**config.mk**
```make
export PLATFORM = sky130hd
export DESIGN_NAME = bcd_dec_sched_flat
export DESIGN_NICKNAME = d
export VERILOG_FILES = /design/src/rtl/bcd_dec_sched_pkg.sv /design/src/rtl/bcd_dec_sched_if.sv /design/src/rtl/bcd_dec_sched_rr_pick9.sv /design/src/rtl/bcd_dec_sched.sv /design/src/flat_wrapper.sv
export SDC_FILE = /design/constraint.sdc
export NUM_CORES = 1
export LEC_CHECK = 0
export ABC_AREA = 1
export ABC_CLOCK_PERIOD_IN_PS = 3380
export BUFFER_PORTS_ARGS = -buffer_cell sky130_fd_sc_hd__buf_2
export CAP_MARGIN = 20
export CORE_ASPECT_RATIO = 0.7
export CORE_MARGIN = 1
export CORE_UTILIZATION = 30
export DETAILED_ROUTE_END_ITERATION = 8
export SYNTH_ARGS = -nofsm -noshare
export SYNTH_HDL_FRONTEND = slang
export SYNTH_SLANG_ARGS = --single-unit
```
**constraint.sdc**
```tcl
create_clock -name clk -period 3.38 [get_ports clk]
set_clock_uncertainty 0.2 [all_clocks]
set_input_delay 0.338 -clock clk [delete_from_list [all_inputs] [get_ports clk]]
set_output_delay 0.338 -clock clk [all_outputs]
set_load 0.01 [all_outputs]
```
**src/rtl/bcd_dec_sched_pkg.sv**
```systemverilog
// Shared constants, state encoding and index-to-code helper for the BCD
// decoder scheduler.
package bcd_sched_pkg;

    localparam int          NUM_REQ   = 9;
    localparam logic [3:0]  CODE_IDLE = 4'b0000;

    typedef enum logic [1:0] {
        ST_IDLE = 2'd0,
        ST_HOLD = 2'd1,
        ST_GAP  = 2'd2
    } state_t;

    // Decoder line i is selected by BCD code i+1; code 0000 blanks all lines.
    function automatic logic [3:0] idx_to_code(input logic [3:0] idx);
        return idx + 4'd1;
    endfunction

endpackage

```
**src/rtl/bcd_dec_sched_if.sv**
```systemverilog
// Request/decoder-side signal bundle of the scheduler.
interface bcd_dec_sched_if;
    import bcd_sched_pkg::*;

    logic               en;
    logic [NUM_REQ-1:0] req;
    logic [3:0]         code;
    logic               busy;
    logic [3:0]         cur_idx;
    logic [NUM_REQ-1:0] ack;

    // Request side: drives enable and requests, observes service.
    modport master (
        output en, req,
        input  code, busy, cur_idx, ack
    );

    // Scheduler side.
    modport slave (
        input  en, req,
        output code, busy, cur_idx, ack
    );
endinterface

```
**src/rtl/bcd_dec_sched_rr_pick9.sv**
```systemverilog
// Combinational round-robin picker: first set request at or above ptr,
// wrapping from index 8 back to 0.
module rr_pick9
    import bcd_sched_pkg::*;
(
    input  logic [NUM_REQ-1:0] req,
    input  logic [3:0]         ptr,
    output logic               any,
    output logic [3:0]         idx
);

    logic [3:0]         cand [NUM_REQ];
    logic [NUM_REQ-1:0] hit;

    // Candidate gi is the requester gi positions after the pointer (mod 9).
    genvar gi;
    generate
        for (gi = 0; gi < NUM_REQ; gi++) begin : g_rot
            logic [4:0] sum;
            assign sum       = {1'b0, ptr} + 5'(gi);
            assign cand[gi]  = (sum >= 5'(NUM_REQ)) ? 4'(sum - 5'(NUM_REQ)) : sum[3:0];
            assign hit[gi]   = req[cand[gi]];
        end
    endgenerate

    // Lowest rotation offset with a live request wins.
    always_comb begin
        any = |hit;
        idx = '0;
        for (int k = NUM_REQ - 1; k >= 0; k--) begin
            if (hit[k]) idx = cand[k];
        end
    end

endmodule

```
**src/rtl/bcd_dec_sched.sv**
```systemverilog
// Round-robin scheduler sharing one BCD-to-decimal decoder among 9
// requesters: IDLE -> HOLD (dwell) -> GAP (blank + ack) -> IDLE.
module bcd_dec_sched
    import bcd_sched_pkg::*;
#(
    parameter int HOLD_CYCLES = 4,
    parameter int CNT_W       = 16
) (
    input  logic           clk,
    input  logic           rst_n,
    bcd_dec_sched_if.slave bus
);

    // A dwell of 0 would make no sense; it behaves like a dwell of 1.
    localparam int               HOLD_EFF = (HOLD_CYCLES < 1) ? 1 : HOLD_CYCLES;
    localparam logic [CNT_W-1:0] CNT_LOAD = CNT_W'(HOLD_EFF - 1);

    state_t             state_reg;
    logic [CNT_W-1:0]   cnt_reg;
    logic [3:0]         ptr_reg;
    logic [3:0]         code_reg;
    logic               busy_reg;
    logic [3:0]         idx_reg;
    logic [NUM_REQ-1:0] ack_reg;

    logic               pick_any;
    logic [3:0]         pick_idx;

    rr_pick9 u_pick (
        .req (bus.req),
        .ptr (ptr_reg),
        .any (pick_any),
        .idx (pick_idx)
    );

    // Scheduler FSM with dwell counter, fairness pointer and registered outputs.
    always_ff @(posedge clk or negedge rst_n) begin
        if (!rst_n) begin
            state_reg <= ST_IDLE;
            cnt_reg   <= '0;
            ptr_reg   <= '0;
            code_reg  <= CODE_IDLE;
            busy_reg  <= 1'b0;
            idx_reg   <= '0;
            ack_reg   <= '0;
        end else begin
            ack_reg <= '0;
            case (state_reg)
                ST_IDLE: begin
                    if (bus.en && pick_any) begin
                        state_reg <= ST_HOLD;
                        code_reg  <= idx_to_code(pick_idx);
                        idx_reg   <= pick_idx;
                        busy_reg  <= 1'b1;
                        cnt_reg   <= CNT_LOAD;
                    end else begin
                        code_reg  <= CODE_IDLE;
                        busy_reg  <= 1'b0;
                        idx_reg   <= '0;
                    end
                end
                ST_HOLD: begin
                    if (cnt_reg == '0) begin
                        // Dwell done: blank the decoder and pulse ack for one cycle.
                        state_reg        <= ST_GAP;
                        code_reg         <= CODE_IDLE;
                        ack_reg[idx_reg] <= 1'b1;
                        ptr_reg          <= (idx_reg == 4'(NUM_REQ - 1)) ? 4'd0 : idx_reg + 4'd1;
                    end else begin
                        cnt_reg <= cnt_reg - 1'b1;
                    end
                end
                ST_GAP: begin
                    state_reg <= ST_IDLE;
                    busy_reg  <= 1'b0;
                    idx_reg   <= '0;
                end
                default: begin
                    state_reg <= ST_IDLE;
                    code_reg  <= CODE_IDLE;
                    busy_reg  <= 1'b0;
                    idx_reg   <= '0;
                end
            endcase
        end
    end

    assign bus.code    = code_reg;
    assign bus.busy    = busy_reg;
    assign bus.cur_idx = idx_reg;
    assign bus.ack     = ack_reg;

endmodule

```
**src/flat_wrapper.sv**
```systemverilog
// flat-port wrapper written by rule: the top's interface ports become plain ports
module bcd_dec_sched_flat import bcd_sched_pkg::*;
#(
    parameter int HOLD_CYCLES = 4,
    parameter int CNT_W       = 16
)
  (clk, rst_n, bus_en, bus_req, bus_code, bus_busy, bus_cur_idx, bus_ack);
  bcd_dec_sched_if bus_i ();
  input  logic clk;
  input  logic rst_n;
  input wire logic [$bits(bus_i.en)-1:0] bus_en;
  input wire logic [$bits(bus_i.req)-1:0] bus_req;
  output wire logic [$bits(bus_i.code)-1:0] bus_code;
  output wire logic [$bits(bus_i.busy)-1:0] bus_busy;
  output wire logic [$bits(bus_i.cur_idx)-1:0] bus_cur_idx;
  output wire logic [$bits(bus_i.ack)-1:0] bus_ack;
  assign bus_i.en = bus_en;
  assign bus_i.req = bus_req;
  assign bus_code = bus_i.code;
  assign bus_busy = bus_i.busy;
  assign bus_cur_idx = bus_i.cur_idx;
  assign bus_ack = bus_i.ack;
  bcd_dec_sched #(.HOLD_CYCLES(HOLD_CYCLES), .CNT_W(CNT_W)) u_core (.clk(clk), .rst_n(rst_n), .bus(bus_i));
endmodule
```
==> metrics.cfg <==
[status]
status = finished with violations
violations = negative hold slack, negative setup slack

[finish]
fill_cells = 1430
diodes = 0
layout_commonest_cell = nand2_1
register_area_sq_um = 1006
multiInputGateArea_sq_um = 3453
drive_above_1_share = 0.3321
largest_reg_flops = 16
mostFrequentLayoutCells = nand2_1 (205), buf_4 (108), inv_1 (67)
final_nets = 880
fin_util = 0.4465
post_layout_nonfiller_instances = 1033
syn_to_final_growth_pct = 43.37

[power_and_ir_drop]
p_seq_frac = 0.407
p_comb_frac = 0.115
p_switching_mw = 0.2783
ir_drop_v = 0.0002181
clkPwrFrac = 0.478
cellPowerDensity_nw_per_um2 = 187.0
swShare = 0.2364
cellInternalPower_mw = 0.8989
total_leakage_power_nw = 3.112

[clocking]
cts_buffer_depth = 2
clockRootBuffer = clkbuf_16
clk_pin_slew_ps = 60
hold_buffers = 0
cts_sinks = 40
htreeDepth = 2
cts_buffers = 5
cts_tree = yes
clock_latency_ps = 290

[synth]
ys_seq_area_frac = 0.2280
yosys_warnings = 0
synthDistinctLibCells = 45
synth_area_per_cell_sq_um = 6.317
syn_nets = 733
netlist_area_sq_um = 4390
ys_ff_latch = 40
synthCells = 695

[grt]
grt_usage = 0.1953
grt_pass1_wl_um = 23400
grt_max_degree = 41
gr-total-overflow = 0
grt_pass1_vias = 4522
antenna_found_initial = 0

[worst_setup_path]
cp-startpoint = u_core.ptr_reg[1]
r2r_start = u_core.ptr_reg[1]
cpMostUsedCell = nand2_4
path_class = reg2reg
arrival_ps = 3360
crit_fanout = 6
cp-end-kind = flop
cpMaxStageDelayCell = dfrtp_2
max_stage_delay_ps = 400
cp.required_ps = 3350
crit_family = simple AND/OR/NAND/NOR gates
crit_chain = inv_4 -> buf_8 -> ha_4 -> nand2_2 -> inv_4 -> nand2_4 -> o21bai_4 -> nand2_4 -> nand2_4 -> nand2_4 -> buf_6 -> o211ai_1 -> nand3_1 -> nand3_4 -> nand2_4 -> inv_1 -> nand3_1 -> nand2_1 -> nand2_1 -> a21oi_2 -> ha_4 -> a22o_1
startpoint_type = flop
critical_path_buf_inv_count = 5

[floorplan]
die_area_sq_um = 15130
die_y_um = 103.2
num_rows = 36
die_x_um = 146.6
start_util = 0.3114
core_area_sq_um = 14100
num_io_pins = 30

[timing]
slew_viol_final = 0
setup_ws_ps = -9.272
maxSlewHeadroom = 0.3904
tns_ps = -9.272
worst_slew_pin_slew_ps = 914.4
rsz0062_at_grt = yes
fin_crit_ps = 3389
fmax_mhz = 295.0
worst_hold_slack_ps = -12.77
period_share = 1.003
setup-violations-final = 1
hold_violations = 40

[drt]
dr_wl_met2_um = 5692
highest_layer = met4
wl_per_cell_um = 14.65
via_per_inst = 4.936
vias = 5099
antenna_left = 0
firstDrtPassIters = 6
route.detailed.drc = 0
drtIter0Drc = 524
wl_um = 15140
wl_met3_um = 1068
wl_met1_um = 8245

[place]
place_ws_ps = -289.1
io_buffer_count = 29
dp_hpwl_um = 11680
place_inst = 1004
gp_congestion = 0.9094

[worst_hold_path]
hp-class = in2async

[job]
maxCapViolCount = 0

path summary, 6_finish.rpt:
| kind | to | slack, ps | cells past startpoint |
|---|---|---|---|
| worst min register to register | u_core.bus.busy | 290 | 2 |
| min in group clk | u_core.bus.busy | 290 | 2 |
| worst max-delay path | u_core.bus.code[1] | -9 | 22 |
| max in group asynchronous | u_core.ptr_reg[1] | 2370 | 1 |
| worst min-delay path | u_core.bus.ack[2] | -10 | 1 |
| worst max register to register | u_core.bus.code[1] | -9 | 22 |
routing by layer:
layer  GRT usage  vias to the layer above
met4     0.02644                        0
met5           0                        -
met1      0.3183                     2331
li1            -                     2574
met2      0.2603                      179
met3     0.03640                       15
layout make-up:
| class | instances | share of cell area |
|---|---|---|
| Clock buffer | 6 | 0.02206 |
| Timing Repair Buffer | 146 | 0.1699 |
| Multi-Input combinational cell | 563 | 0.5486 |
| Tap cell | 190 | 0.03777 |
| Inverter | 86 | 0.05565 |
| Clock inverter | 2 | 0.006162 |
| Sequential cell | 40 | 0.1598 |
kinds of logic after synthesis:
logic type      synth area share
xor+xnor                 0.05386
flops                     0.2280
simple gates              0.4266
compound gates            0.1311
fa+ha+maj                0.07409
buf+inv                  0.08635
worst reg2reg max path, cell delays in order, from the launching register on:
cell      delay (ps)
dfrtp_2          400
inv_4             50
buf_8            130
ha_4             300
nand2_2           80
inv_4             80
nand2_4           60
o21bai_4         180
nand2_4          110
nand2_4           90
nand2_4           70
buf_6            130
o211ai_1         170
nand3_1          150
nand3_4          130
nand2_4           80
inv_1             90
nand3_1           80
nand2_1           60
nand2_1           60
a21oi_2          190
ha_4             220
a22o_1           170
what timing repair did:
action | 4_1_cts | 5_1_grt
resized for setup | 17 | 101
pin swaps | 1 | 30
setup endpoints to repair | 24 | 26
setup buffers | 0 | 19
gates cloned | 0 | 2
Yosys cell counts (all sizes together):
library cell	number	area share
o21bai	2	0.0068
a21oi	21	0.026
dfrtp	40	0.23
nand2	247	0.23
o22ai	2	0.0028
nor3	16	0.019
a22oi	1	0.0017
clkinv	2	0.0020
nand4	15	0.021
o41ai	1	0.0020
inv	84	0.072
nand3	78	0.093
o21ai	43	0.054
a31oi	1	0.0014
a22o	1	0.0020
clkbuf	2	0.0017
nor2	51	0.044
nor4	5	0.0071
o21a	1	0.0017
buf	6	0.010
xnor2	7	0.014
a31o	1	0.0020
xor2	17	0.040
nand3b	5	0.0086
o211ai	18	0.031
or2	2	0.0028
ha	26	0.074
metrics by stage:
step / power, mW / instance area [sq um]
2_1_floorplan: 0.5531 / 4444
3_3_place_gp: 0.6102 / 5494
4_1_cts: 1.176 / 5733
3_5_place_dp: 0.6091 / 5494
6_report: 1.177 / 6295
5_1_grt: 1.220 / 6295
power by group through the flow:
stage / registers [mW] / logic, mW / clock network [mW]
final: 0.479 / 0.136 / 0.563
after global routing: 0.478 / 0.150 / 0.592
after CTS: 0.479 / 0.123 / 0.574
after detailed placement: 0.488 / 0.121 / 0
after global placement: 0.488 / 0.123 / 0
after floorplan: 0.488 / 0.0654 / 0
No activity file was read; power rests on OpenSTA's default activity.
